--- src/rtl/psum_accumulator.sv ---
// ----------------------------------------------------------------------------
// psum_accumulator
//   Accumulates LANES independent signed partial-sum lanes over a programmable
//   number of beats (one reduction group) and presents each finished group on
//   a one-deep registered output with a valid/ready handshake. Upstream is
//   back-pressured while a finished result is waiting and cannot be replaced.
//
// Optional feature macro: PSUM_ACC_SATURATE_EN
//   defined     : each lane add clamps to the signed ACC_WIDTH range, and the
//                 extra output sat_flag records (sticky) any clamp since reset
//   not defined : lane sums wrap modulo 2^ACC_WIDTH, no sat_flag port
//
// Ports
//   clk        clock, all state on rising edge
//   rst        asynchronous reset, active-high
//   psum_valid psum_in carries a beat
//   psum_ready block accepts a beat this cycle
//   psum_in    lane i = psum_in[i*COL_WIDTH +: COL_WIDTH], signed
//   acc_len    beats per group, sampled on the first beat (0 is treated as 1)
//   out_valid  acc_out holds a finished group
//   out_ready  downstream takes acc_out
//   acc_out    lane i = acc_out[i*ACC_WIDTH +: ACC_WIDTH], signed
//   busy       high while a group is partially accumulated
//   sat_flag   (PSUM_ACC_SATURATE_EN only) sticky lane-clamp indicator
// ----------------------------------------------------------------------------
module psum_accumulator #(
    parameter int COL_WIDTH = 13,
    parameter int LANES     = 4,
    parameter int ACC_WIDTH = 24,
    parameter int LEN_WIDTH = 8
) (
    input  logic                         clk,
    input  logic                         rst,
    input  logic                         psum_valid,
    output logic                         psum_ready,
    input  logic [COL_WIDTH*LANES-1:0]   psum_in,
    input  logic [LEN_WIDTH-1:0]         acc_len,
    output logic                         out_valid,
    input  logic                         out_ready,
    output logic [ACC_WIDTH*LANES-1:0]   acc_out,
    output logic                         busy
`ifdef PSUM_ACC_SATURATE_EN
    ,
    output logic                         sat_flag
`endif
);

    typedef enum logic {
        IDLE  = 1'b0,
        ACCUM = 1'b1
    } state_t;

    state_t                               state_q, state_d;
    logic [LEN_WIDTH-1:0]                 cnt_q;
    logic [LEN_WIDTH-1:0]                 len_q;
    logic [LEN_WIDTH-1:0]                 eff_len;
    logic [LANES-1:0][ACC_WIDTH-1:0]      acc_q;
    logic [LANES-1:0][ACC_WIDTH-1:0]      sum_d;
    logic [LANES-1:0][ACC_WIDTH-1:0]      out_q;
    logic                                 out_valid_q;
    logic                                 beat_acc;
    logic                                 finish;
`ifdef PSUM_ACC_SATURATE_EN
    logic [LANES-1:0]                     clamp;
    logic                                 sat_q;
`endif

    // Stall only while a finished result is waiting and not being taken.
    assign psum_ready = !out_valid_q || out_ready;
    assign beat_acc   = psum_valid && psum_ready;
    assign eff_len    = (acc_len == '0) ? LEN_WIDTH'(1) : acc_len;

    assign out_valid  = out_valid_q;
    assign acc_out    = out_q;
    assign busy       = (state_q == ACCUM);
`ifdef PSUM_ACC_SATURATE_EN
    assign sat_flag   = sat_q;
`endif

    // ------------------------------------------------------------------
    // Per-lane add. In IDLE the base is zero, so the first beat of a
    // group (and a one-beat group) uses the same adder as later beats.
    // ------------------------------------------------------------------
    always_comb begin : lane_math
        logic signed [ACC_WIDTH-1:0] ext;
        logic signed [ACC_WIDTH-1:0] base;
`ifdef PSUM_ACC_SATURATE_EN
        logic signed [ACC_WIDTH:0]   wide;
        clamp = '0;
`endif
        sum_d = '0;
        for (int unsigned i = 0; i < LANES; i++) begin
            ext  = ACC_WIDTH'(signed'(psum_in[i*COL_WIDTH +: COL_WIDTH]));
            base = (state_q == ACCUM) ? acc_q[i] : '0;
`ifdef PSUM_ACC_SATURATE_EN
            wide = {base[ACC_WIDTH-1], base} + {ext[ACC_WIDTH-1], ext};
            // Overflow when the extra sign bit disagrees with the MSB.
            if (wide[ACC_WIDTH] != wide[ACC_WIDTH-1]) begin
                clamp[i] = 1'b1;
                sum_d[i] = wide[ACC_WIDTH] ? {1'b1, {(ACC_WIDTH-1){1'b0}}}
                                           : {1'b0, {(ACC_WIDTH-1){1'b1}}};
            end else begin
                sum_d[i] = wide[ACC_WIDTH-1:0];
            end
`else
            sum_d[i] = base + ext;
`endif
        end
    end

    // ------------------------------------------------------------------
    // FSM: next state and finish detection
    // ------------------------------------------------------------------
    always_comb begin
        state_d = state_q;
        finish  = 1'b0;
        unique case (state_q)
            IDLE: begin
                if (beat_acc) begin
                    if (eff_len == LEN_WIDTH'(1)) begin
                        finish = 1'b1;
                    end else begin
                        state_d = ACCUM;
                    end
                end
            end
            ACCUM: begin
                if (beat_acc && (cnt_q == len_q - LEN_WIDTH'(1))) begin
                    finish  = 1'b1;
                    state_d = IDLE;
                end
            end
            default: state_d = IDLE;
        endcase
    end

    always_ff @(posedge clk or posedge rst) begin
        if (rst) begin
            state_q <= IDLE;
        end else begin
            state_q <= state_d;
        end
    end

    // ------------------------------------------------------------------
    // Datapath registers
    // ------------------------------------------------------------------
    always_ff @(posedge clk or posedge rst) begin
        if (rst) begin
            cnt_q       <= '0;
            len_q       <= '0;
            acc_q       <= '0;
            out_q       <= '0;
            out_valid_q <= 1'b0;
        end else begin
            if (beat_acc) begin
                if (state_q == IDLE) begin
                    len_q <= eff_len;
                end
                if (finish) begin
                    out_q <= sum_d;
                    acc_q <= '0;
                    cnt_q <= '0;
                end else begin
                    acc_q <= sum_d;
                    cnt_q <= cnt_q + LEN_WIDTH'(1);
                end
            end
            // A finish in the same cycle as a handshake keeps valid high.
            if (finish) begin
                out_valid_q <= 1'b1;
            end else if (out_ready) begin
                out_valid_q <= 1'b0;
            end
        end
    end

`ifdef PSUM_ACC_SATURATE_EN
    always_ff @(posedge clk or posedge rst) begin
        if (rst) begin
            sat_q <= 1'b0;
        end else if (beat_acc && (|clamp)) begin
            sat_q <= 1'b1;
        end
    end
`endif

endmodule

--- config.mk ---
export PLATFORM = sky130hd
export DESIGN_NAME = psum_accumulator
export DESIGN_NICKNAME = d
export VERILOG_FILES = /design/src/rtl/psum_accumulator.sv
export SDC_FILE = /design/constraint.sdc
export NUM_CORES = 1
export LEC_CHECK = 0
export BUFFER_PORTS_ARGS = -buffer_cell sky130_fd_sc_hd__buf_4
export CORE_UTILIZATION = 55
export CTS_BUF_LIST = sky130_fd_sc_hd__clkbuf_8
export DETAILED_ROUTE_END_ITERATION = 10
export PLACE_DENSITY = 0.76
export SYNTH_ARGS = -nofsm -noshare
export SYNTH_HDL_FRONTEND = slang
export SYNTH_SLANG_ARGS = --single-unit
--- constraint.sdc ---
create_clock -name clk -period 14.1 [get_ports clk]
set_input_delay 0 -clock clk [delete_from_list [all_inputs] [get_ports clk]]
set_output_delay 0 -clock clk [all_outputs]
set_load 0.01 [all_outputs]
Word-level counts from Yosys, hierarchy flattened --
Index checks and enable logic that the tools add are counted.
Operators by class: $add $sub $neg 6, equal/unequal tests 2, muxes and demuxes 17, bitwise gates (word level) 1, reductions and logical operators 8
Operators with widths (count):
- $add A24 B13 Y24 | 4
- $mux W24 | 4
- $mux W96 | 1
- $mux W8 | 2
- $add A8 B1 Y8 const B | 1
- $eq A8 B1 Y1 const B | 1
- $eq A8 B8 Y1 | 1
- $logic_not A8 Y1 | 1
- $mux W1 | 8
- $sub A8 B1 Y8 const B | 1
- $pmux W1 S2 | 2
- $reduce_and A2 Y1 | 2
- $logic_and A1 B1 Y1 | 2
- $reduce_bool A2 Y1 | 1
- $logic_not A1 Y1 | 1
- $logic_or A1 B1 Y1 | 1
- $not A1 Y1 | 1
Storage, ports and cells: bits in registers 210, input bits 64, output and inout bits 99, logic and storage cells 46

Logic depth before layout (Yosys ltp) --
Gate-level depths: netlist (run 1).
depth in word-level cells 7, depth in mapped cells 13, gate-level depth less buffers 10

Least setup slack after synthesis (run 1) --
No wires, ideal clock.
kind reg2reg, from register state_q (netlist: busy), to register acc_q[44] (netlist bit), setup time 0.122 ns, arrival 3.317 ns, required time 13.978 ns, path slack 10.661 ns, stages on the path, launching flop included 13, path buffers 3, clock period less this slack 3.439 ns, cell sequence dfrtp_1 -> clkbuf_1 -> clkbuf_1 -> clkbuf_1 -> and2_1 -> ha_1 -> fa_1 -> a211oi_1 -> nor2_1 -> o32ai_1 -> o221ai_1 -> mux2_2 -> a32o_1
On the way: longest elaborated chain between the ends 3, elaborated cells between the ends (all ways) 5, classes of those cells 1 x add/sub; 3 x mux; 1 x bitwise
RTL lines:
- start: declaration | line 53 | state_t state_q, state_d;
- start signal: assignment | line 141 | state_q <= state_d;
- $mux W24 or $not A1 Y1 (tied branches)
- $add A24 B13 Y24 or $pmux W1 S2 (tied branches) | line 106, 117
- $mux W96 (*) | line 160 | if (finish) begin
- end signal: assignment | line 165 | acc_q <= sum_d;
- end: declaration | line 57 | logic [LANES-1:0][ACC_WIDTH-1:0] acc_q;
Every way passes the cells marked *; elsewhere a longest branch is shown, timed or not. A chain may end at the register's enable or synchronous reset.

Final worst setup path (run 1) --
from register state_q (netlist: busy), to register out_q, in the netlist acc_out[46]
On the way: longest elaborated chain between the ends 3, elaborated cells between the ends (all ways) 5, classes of those cells 1 x add/sub; 2 x mux; 1 x bitwise; 1 x reduce/logical
RTL lines:
- branches (longest 3 deep; another with $add A24 B13 Y24)
- end signal: assignment | line 161 | out_q <= sum_d;
- end: declaration | line 59 | logic [LANES-1:0][ACC_WIDTH-1:0] out_q;
Parallel ways; which one is timed is not known.

==> flow_metrics.py, run 1 <==
metrics = {
    "run_status": {
        "status": "completed",
    },
    "routing": {
        "ant_nets": 0,
        "first_pass_iters": 5,
        "drt_iter0_drc": 699,
        "routed_wl_um": 33100,
        "vias": 11260,
        "remaining_drc_errors": 0,
        "avgRoutedWirePerCell_um": 17.5,
        "vias_per_cell": 5.96,
    },
    "worst_setup_path": {
        "critPathCaptureType": "flop",
        "critPathTopFamily": "compound AO/OA/AOI/OAI gates",
        "slowest_stage": "dfrtp_2",
        "required_ps": 14520,
        "worstPathCellList": "buf_4 -> and2_1 -> ha_1 -> fa_1 -> a211oi_1 -> nor2_1 -> o32ai_1 -> a2111oi_0 -> a21oi_1 -> xnor2_1 -> mux2_1",
        "critPathMaxStageDelay_ps": 770,
        "reg2reg_from": "busy",
        "crit_path_max_fanout": 67,
        "crit_start": "busy",
        "worstSetupPathType": "flop to flop",
        "rrSetupSlack_ps": 10020,
        "crit_arrival_ps": 4500,
        "path_buf_inv": 1,
        "crit_path_start_kind": "flop",
        "reg2reg_depth": 11,
        "rr_endpoint": "acc_out[46]",
    },
    "yosys": {
        "synth_area_um2": 13600,
        "synth_area_leaders": "dfrtp_1 (39%), ha_1 (8.6%), mux2_1 (6.5%), a22o_1 (5.4%), and2_1 (4.5%)",
        "ys_top_cells_by_count": "dfrtp_1 (210), a21oi_1 (100), and2_1 (98)",
        "syn_inst": 1382,
        "yosysUniqueCellTypes": 76,
        "yosysSeqAreaShare_pct": 38.5,
        "synth-main-ff-cell": "dfrtp_1",
        "yosysMostFrequentCell": "dfrtp_1",
        "synth_top_area_share_pct": 38.5,
        "synth_warnings": 0,
        "synth_edf_count": 0,
        "synth-async-reset-ratio_pct": 100,
        "synthesis.nets": 1544,
        "ys_seq_elements": 210,
        "yosysTopAreaCell": "dfrtp_1",
        "postSynthAreaPerCell_um2": 9.87,
    },
    "global_route": {
        "grt_overflow": 0,
        "grt_max_degree": 143,
        "grt_pass1_wl_um": 55100,
        "grt_usage_pct": 26.3,
        "antenna_found_initial": 0,
        "grt_pass1_vias": 11012,
    },
    "sta": {
        "setup_viol": 0,
        "fmax_mhz": 245,
        "finalMaxSlewViolations": 0,
        "hold_viol": 0,
        "relSlewSlack_pct": 36.5,
        "worst_clock_skew_ps": 27.0,
        "period_share_pct": 29.0,
        "finalSetupTns_ps": 0,
        "rsz0062_at_grt": "false",
        "worst_pin_slew_ps": 952,
        "hold_ws_ps": 49.0,
        "fin_crit_ps": 4080,
    },
    "clock_network": {
        "h-tree-depth": 2,
        "clock_latency_ps": 540,
        "cts_root_buf": "clkbuf_8",
        "cts_buffers": 36,
        "cts.clk_slew.worst_paths_ps": 60,
        "cts.sinks": 210,
        "cts_resized": 0,
        "cts_tree": "done",
        "cts_buffer_depth": 3,
    },
    "die": {
        "die_h_um": 159,
        "die_w_um": 159,
        "ios": 163,
        "dieArea_um2": 25400,
        "num_rows": 57,
        "core_area_um2": 24300,
        "start_util_pct": 56.1,
    },
    "worst_hold_path": {
        "hold_depth": 4,
        "hp-start": "psum_in[28]",
        "hold-path-endpoint": "acc_q[50]",
        "hp-class": "input pin to flop",
    },
    "power": {
        "p_leak_nw": 7.65,
        "power_density_nw_per_um2": 242,
        "ir_worst_vdd_uv": 128,
    },
    "layout": {
        "nFillCells": 1964,
        "seqCellArea_um2": 5260,
        "multi_input_area_um2": 7950,
        "diodes": 0,
        "drive_above_1_share_pct": 15.5,
        "layout.nets": 1703,
        "synthToLayoutAreaGrowth_pct": 16.7,
    },
    "place": {
        "place_hpwl_um": 23000,
        "routabilityCongestion": 0.905,
        "port_buffers": 162,
    },
    "job": {
        "maxCapViolations": 0,
    },
}
-- final cells by class --
| cell class | count | area share (%) |
|---|---|---|
| Clock inverter | 16 | 0.754 |
| Clock buffer | 45 | 3.89 |
| Sequential cell | 210 | 33.0 |
| Tap cell | 324 | 2.55 |
| Inverter | 24 | 0.613 |
| Multi-Input combinational cell | 1080 | 49.9 |
| Timing Repair Buffer | 189 | 9.24 |
-- how the worst max path moves through the flow --
stage	end	cells after the start
4_1_cts	acc_out[46]	11
3_3_place_gp	acc_out[46]	11
3_5_place_dp	acc_out[46]	11
6_report	acc_out[46]	11
5_1_grt	acc_out[46]	11
2_1_floorplan	acc_out[0]	1
-- tightest hold or removal path, cell delays in order --
cell	delay (ps)
buf_4	80
ha_1	180
xor2_1	90
a22o_1	190
-- timing repair --
action | in CTS | in global routing
endpoints found under the hold margin | 170 | 0
hold buffers | 21 | 0
setup buffers | 0 | 0
-- cells in the final DEF (no fill, tap or decap), drive strengths merged, types with 14 or more instances in the layout --
| cell | Yosys | layout |
|---|---|---|
| dfrtp | 210 | 210 |
| buf | 23 | 168 |
| a21oi | 100 | 100 |
| and2 | 98 | 98 |
| nand2 | 97 | 97 |
| ha | 94 | 94 |
| mux2 | 88 | 88 |
| a22o | 84 | 84 |
| nor2 | 83 | 83 |
| o21ai | 75 | 75 |
| xnor2 | 61 | 61 |
| clkbuf | 45 | 45 |
| inv | 24 | 34 |
| xor2 | 31 | 31 |
| a21o | 29 | 29 |
| dlygate4sd3 | 0 | 21 |
| a211oi | 17 | 17 |
| a31oi | 16 | 16 |
| o21bai | 15 | 15 |
| nand3 | 14 | 14 |
| nand4 | 14 | 14 |
-- per-stage QoR --
stage                     setup slack, ps  total power, mW  instances  utilization, %  instance area (µm²)
after floorplan                      8360             2.65       1382               -                13600
after global placement              10160             3.20       1806            61.6                15000
after detailed placement            10060             3.26       1806            61.6                15000
after CTS                           10060             3.86       1888            65.5                15900
after global routing                 9600             4.17       1888            65.5                15900
final                               10020             3.85       1888            65.5                15900
-- metal layers --
layer,vias to the layer above,global-route usage (%),share of wire (%)
met4,0,7.08,2.0
met3,53,4.53,6.3
met2,345,41.9,45
met1,5449,37.1,46
met5,-,0,0
li1,5413,-,-
-- state kept, by name, summed over array words and instances (netlist names) --
register,count
len_q,8
cnt_q,8
busy,1
acc_q,96
out_valid,1
acc_out,96
-- cells by family (layout without fill, tap and decap cells) --
group / after synthesis / after routing / share of synthesized area [%]
DFF: 210 / 210 / 38.5
adders and majority gates: 98 / 98 / 9.21
and+or+nand+nor: 375 / 375 / 14.0
xor gates and xnor gates: 92 / 92 / 5.91
muxes: 95 / 95 / 7.78
buffers and inverters: 92 / 274 / 3.38
AOI/OAI and AO/OA: 420 / 420 / 21.2
-- power by group --
group	internal, mW	total [mW]	switching [mW]
combinational	1.03	2.22	1.18
sequential	0.885	1.06	0.173
clock	0.323	0.576	0.253
total	2.24	3.85	1.61
Power figures use the tool's default switching activity.
==> run 2: changes to the inputs <==
--- a/config.mk
+++ b/config.mk
@@ -5,11 +5,12 @@
 export SDC_FILE = /design/constraint.sdc
 export NUM_CORES = 1
 export LEC_CHECK = 0
+export ABC_AREA = 1
 export BUFFER_PORTS_ARGS = -buffer_cell sky130_fd_sc_hd__buf_4
 export CORE_UTILIZATION = 55
 export CTS_BUF_LIST = sky130_fd_sc_hd__clkbuf_8
 export DETAILED_ROUTE_END_ITERATION = 10
-export PLACE_DENSITY = 0.76
+export PLACE_DENSITY = 0.79
 export SYNTH_ARGS = -nofsm -noshare
 export SYNTH_HDL_FRONTEND = slang
 export SYNTH_SLANG_ARGS = --single-unit
==> constraint.sdc (replaced) <==
create_clock -name clk -period 3.4 [get_ports clk]
set_input_delay 0 -clock clk [delete_from_list [all_inputs] [get_ports clk]]
set_output_delay 0 -clock clk [all_outputs]
set_load 0.01 [all_outputs]
==> flow_metrics.py, run 2 <==
metrics = {
    "run_status": {
        "status": "completed",
    },
    "power": {
        "ir_worst_vdd_uv": 610,
        "power_density_nw_per_um2": 969,
        "p_leak_nw": 9.87,
        "pwr-share-clk_pct": 16.2,
        "combinationalPowerShare_pct": 57.0,
        "p_int_mw": 8.94,
        "switching_share_pct": 46.1,
        "pwr-share-seq_pct": 26.8,
        "p_switching_mw": 7.64,
        "power.total_mw": 16.6,
    },
    "sta": {
        "fin_crit_ps": 2850,
        "period_share_pct": 83.9,
        "finalMaxSlewViolations": 0,
        "finalSetupTns_ps": 0,
        "fmax_mhz": 351,
        "setup_viol": 0,
        "worst_pin_slew_ps": 1050,
        "hold_ws_ps": 22.2,
        "hold_viol": 0,
        "worst_clock_skew_ps": 20.5,
        "rsz0062_at_grt": "false",
        "relSlewSlack_pct": 29.8,
    },
    "worst_hold_path": {
        "hp-class": "input pin to flop",
        "hp-start": "psum_in[2]",
        "hold-path-endpoint": "acc_out[2]",
        "hold_depth": 5,
    },
    "layout": {
        "drive_above_1_share_pct": 10.5,
        "fin_util_pct": 65.6,
        "final_common_cell": "nand2_1",
        "final_cell_mix": "nand2_1 (878), inv_1 (228), dfrtp_1 (209)",
        "diodes": 0,
        "synthToLayoutAreaGrowth_pct": 17.0,
        "layout.nets": 2457,
    },
    "place": {
        "routabilityCongestion": 0.938,
        "place_hpwl_um": 26900,
        "port_buffers": 162,
    },
    "clock_network": {
        "cts.sinks": 210,
        "cts_buffer_depth": 3,
        "cts_tree": "done",
        "cts_buffers": 39,
        "clock_latency_ps": 550,
        "cts.clk_slew.worst_paths_ps": 60,
        "cts_resized": 0,
        "h-tree-depth": 2,
        "cts_root_buf": "clkbuf_8",
    },
    "yosys": {
        "synth-main-ff-cell": "dfrtp_1",
        "synth-async-reset-ratio_pct": 100,
        "yosysUniqueCellTypes": 34,
        "ys_seq_elements": 210,
        "synthesis.nets": 2277,
        "ys_top_cells_by_count": "nand2_1 (878), inv_1 (221), dfrtp_1 (210)",
        "synth_area_leaders": "dfrtp_1 (36%), nand2_1 (23%), ha_1 (8.0%), inv_1 (5.7%), nand3_1 (5.2%)",
        "synth_top_area_share_pct": 36.0,
        "yosysTopAreaCell": "dfrtp_1",
        "postSynthAreaPerCell_um2": 6.91,
        "yosysSeqAreaShare_pct": 36.0,
        "synth_warnings": 0,
        "synth_edf_count": 0,
        "yosysMostFrequentCell": "nand2_1",
        "synth_area_um2": 14600,
        "syn_inst": 2115,
    },
    "worst_setup_path": {
        "crit_path_start_kind": "flop",
        "required_ps": 3880,
        "crit_path_max_fanout": 53,
        "worstSetupPathType": "flop to flop",
        "reg2reg_from": "busy",
        "reg2reg_depth": 13,
        "crit_start": "busy",
        "critPathCaptureType": "flop",
        "crit_arrival_ps": 3330,
        "rrSetupSlack_ps": 550,
        "rr_endpoint": "acc_q[34]",
    },
    "routing": {
        "met2_length_um": 17400,
        "highest_layer": "met4",
        "wl_met1_um": 17400,
        "drt_iter0_drc": 801,
        "vias": 13953,
        "routed_wl_um": 37800,
        "ant_nets": 0,
        "first_pass_iters": 5,
        "avgRoutedWirePerCell_um": 14.2,
        "vias_per_cell": 5.25,
        "wl_met3_um": 2120,
        "remaining_drc_errors": 0,
    },
    "die": {
        "ios": 163,
        "start_util_pct": 56.1,
        "num_rows": 59,
        "dieArea_um2": 27200,
        "die_w_um": 165,
        "die_h_um": 165,
        "core_area_um2": 26100,
    },
    "global_route": {
        "grt_pass1_vias": 13175,
        "grt_usage_pct": 28.1,
        "grt_overflow": 0,
        "grt_max_degree": 159,
        "grt_pass1_wl_um": 62000,
        "antenna_found_initial": 0,
    },
    "job": {
        "maxCapViolations": 0,
    },
}
-- run 2: power groups by stage --
stage	clock network, mW	logic, mW	registers [mW]
final	2.69	9.45	4.44
after floorplan	0	6.61	4.52
after global routing	2.85	10.7	4.57
after detailed placement	0	9.37	4.44
after CTS	2.75	9.44	4.43
after global placement	0	9.14	4.43
-- run 2: routing by layer --
layer / track usage [%] / vias up
met1: 37.7 / 6467
li1: - / 7053
met2: 46.4 / 364
met3: 4.47 / 69
met4: 8.42 / 0
met5: 0 / -
-- run 2: worst max path at each step --
stage / to
6_report: acc_q[34]
5_1_grt: acc_q[18]
4_1_cts: acc_q[34]
3_5_place_dp: acc_q[34]
3_3_place_gp: acc_q[34]
2_1_floorplan: acc_out[0]
-- run 2: final cells by class --
class / count / area (µm²)
fillers: 2345 / 8950
repair buffers: 206 / 1660
clock buffers: 44 / 606
multi-input cells: 1616 / 8070
clock inverters: 25 / 246
flip-flops and latches: 210 / 5260
well taps: 335 / 419
inverters: 222 / 838
-- run 2: kinds of logic (layout without fill, tap and decap cells) --
logic type / after synthesis / in the layout / synth area share, %
adder cells (fa/ha/maj): 98 / 98 / 8.60
buffers and inverters: 289 / 497 / 8.98
AND/OR/NAND/NOR: 1238 / 1238 / 34.3
AO/OA/AOI/OAI: 203 / 203 / 7.58
XOR/XNOR: 77 / 77 / 4.61
flip-flops: 210 / 210 / 36.0
-- run 2: worst max-delay path: stages (launching register included) --
cell and delay, ps:
dfrtp_4 620, buf_12 260, nand2_1 90, inv_1 40, ha_1 190, fa_1 430
nand3_1 90, nand2_1 120, nand2_1 90, nand2_1 100, a21boi_0 280, xor2_1 240
nand3_1 110, nand2_1 90
-- run 2: timing repair --
item	4_1_cts	5_1_grt
setup buffers	0	0
hold buffers	32	0
hold endpoints to repair	255	0
-- run 2: metrics by stage --
step / cell area [µm²] / instances / setup WS [ps]
global route: 17100 / 2658 / 340
global placement: 15900 / 2557 / 664
finish: 17100 / 2658 / 548
CTS: 17100 / 2658 / 564
detailed placement: 15900 / 2557 / 580
floorplan: 14600 / 2115 / 672
==> run 3: changes to the inputs <==
==> constraint.sdc (replaced) <==
create_clock -name clk -period 2.52 [get_ports clk]
set_input_delay 0 -clock clk [delete_from_list [all_inputs] [get_ports clk]]
set_output_delay 0 -clock clk [all_outputs]
set_load 0.01 [all_outputs]
==> flow_metrics.py, run 3 (synthesized netlist as in run 2, its figures left out) <==
metrics = {
    "power": {
        "power_density_nw_per_um2": 1320,
        "p_leak_nw": 10.3,
        "ir_worst_vdd_uv": 697,
        "power.total_mw": 25.2,
    },
    "routing": {
        "remaining_drc_errors": 0,
        "vias_per_cell": 5.38,
        "avgRoutedWirePerCell_um": 15.8,
        "first_pass_iters": 5,
        "ant_nets": 0,
        "routed_wl_um": 43100,
        "drt_iter0_drc": 1016,
        "vias": 14667,
    },
    "die": {
        "ios": 163,
        "dieArea_um2": 27200,
        "die_w_um": 165,
        "core_area_um2": 26100,
        "start_util_pct": 56.1,
        "num_rows": 59,
        "die_h_um": 165,
    },
    "worst_setup_path": {
        "slowest_stage": "dfrtp_4",
        "crit_arrival_ps": 2930,
        "crit_path_start_kind": "flop",
        "worstSetupPathType": "flop to flop",
        "cp.depth": 16,
        "path_buf_inv": 3,
        "reg2reg_depth": 16,
        "worstPathCellList": "buf_12 -> buf_12 -> nand2_1 -> inv_1 -> ha_4 -> nand3_1 -> nand3_2 -> nand2_1 -> nand3_1 -> nand3_1 -> nand2_2 -> nand2_1 -> nand3b_1 -> nand2_1 -> nand3_1 -> nand2_1",
        "required_ps": 2960,
        "critPathCaptureType": "flop",
        "crit_top_cell": "nand2_1",
        "crit_path_max_fanout": 11,
        "critPathMaxStageDelay_ps": 560,
        "critPathTopFamily": "simple AND/OR/NAND/NOR gates",
    },
    "worst_hold_path": {
        "hold_depth": 4,
        "hp-class": "input pin to flop",
    },
    "layout": {
        "fin_util_pct": 73.2,
        "nFillCells": 2058,
        "synthToLayoutAreaGrowth_pct": 30.6,
        "final_cell_mix": "nand2_1 (821), buf_4 (228), inv_1 (215)",
        "final_common_cell": "nand2_1",
        "drive_above_1_share_pct": 23.2,
        "instances_no_fill": 2724,
        "diodes": 0,
        "layout.nets": 2526,
        "postLayoutCellArea_um2": 19100,
    },
    "place": {
        "port_buffers": 162,
        "routabilityCongestion": 0.950,
        "place_ws_ps": -26.1,
        "place_inst": 2614,
        "place_hpwl_um": 28500,
        "dpl_cell_area_um2": 16500,
    },
    "global_route": {
        "grt_usage_pct": 29.4,
        "grt_overflow": 0,
        "antenna_found_initial": 0,
        "grt_pass1_wl_um": 64700,
        "grt_max_degree": 81,
        "grt_pass1_vias": 13521,
    },
    "clock_network": {
        "h-tree-depth": 2,
        "clock_latency_ps": 550,
        "cts.clk_slew.worst_paths_ps": 60,
        "cts_buffers": 37,
        "cts_buffer_depth": 3,
        "cts_root_buf": "clkbuf_8",
        "cts_tree": "done",
        "cts.sinks": 210,
    },
    "sta": {
        "period_share_pct": 98.5,
        "hold_ws_ps": 5.72,
        "worst_clock_skew_ps": 26.4,
        "fin_crit_ps": 2480,
        "setup_viol": 0,
        "fmax_mhz": 403,
        "finalWorstSetupSlack_ps": 36.9,
        "worst_pin_slew_ps": 993,
        "rsz0062_at_grt": "true",
        "relSlewSlack_pct": 33.7,
        "finalMaxSlewViolations": 0,
        "hold_viol": 0,
        "finalSetupTns_ps": 0,
    },
    "job": {
        "maxCapViolations": 0,
    },
    "run_status": {
        "status": "completed",
    },
}
-- run 3: layout make-up --
cell class / instances / area [µm²] / share of cell area (%)
Tap cell: 335 / 419 / 2.20
Timing Repair Buffer: 277 / 2380 / 12.5
Inverter: 222 / 841 / 4.41
Sequential cell: 210 / 5260 / 27.6
Multi-Input combinational cell: 1616 / 9430 / 49.4
Clock inverter: 16 / 97.6 / 0.511
Clock buffer: 48 / 661 / 3.46
-- run 3: repair_timing --
item | 4_1_cts | 5_1_grt
hold endpoints to repair | 67 | 4
gates resized for setup | 5 | 297
pin swaps | 0 | 46
gates cloned | 0 | 3
setup buffers | 0 | 12
endpoints found under the setup margin | 18 | 192
hold buffers | 28 | 3
-- run 3: layer usage --
metal  vias to the layer above  track usage, %  share of wire, %
li1                       7192               -                 -
met1                      6899            38.9                43
met2                       472            49.7                48
met3                       104            4.60               5.8
met4                         0            8.09               2.8
met5                         -               0                 0
-- run 3: path summary, 6_finish.rpt --
| kind | from | endpoint | slack (ps) |
|---|---|---|---|
| max | busy | acc_q[23] | 40 |
| min | psum_in[31] | acc_out[53] | 6 |
| max reg2reg | busy | acc_q[23] | 40 |
| min reg2reg | acc_out[17] | acc_out[17] | 480 |
| max in group asynchronous | rst | acc_out[76] | 1530 |
| min in group asynchronous | rst | acc_out[14] | 230 |
-- run 3: power by group --
group	internal, mW	switching [mW]
clock	1.81	1.48
sequential	4.98	1.03
combinational	6.74	9.14
total	13.5	11.6
-- run 3: worst reg2reg max path, stage by stage, from the launching register on --
cell and delay (ps):
dfrtp_4 560, buf_12 180, buf_12 150, nand2_1 50
inv_1 60, ha_4 300, nand3_1 120, nand3_2 120
nand2_1 70, nand3_1 110, nand3_1 100, nand2_2 120
nand2_1 110, nand3b_1 110, nand2_1 80, nand3_1 80
nand2_1 50
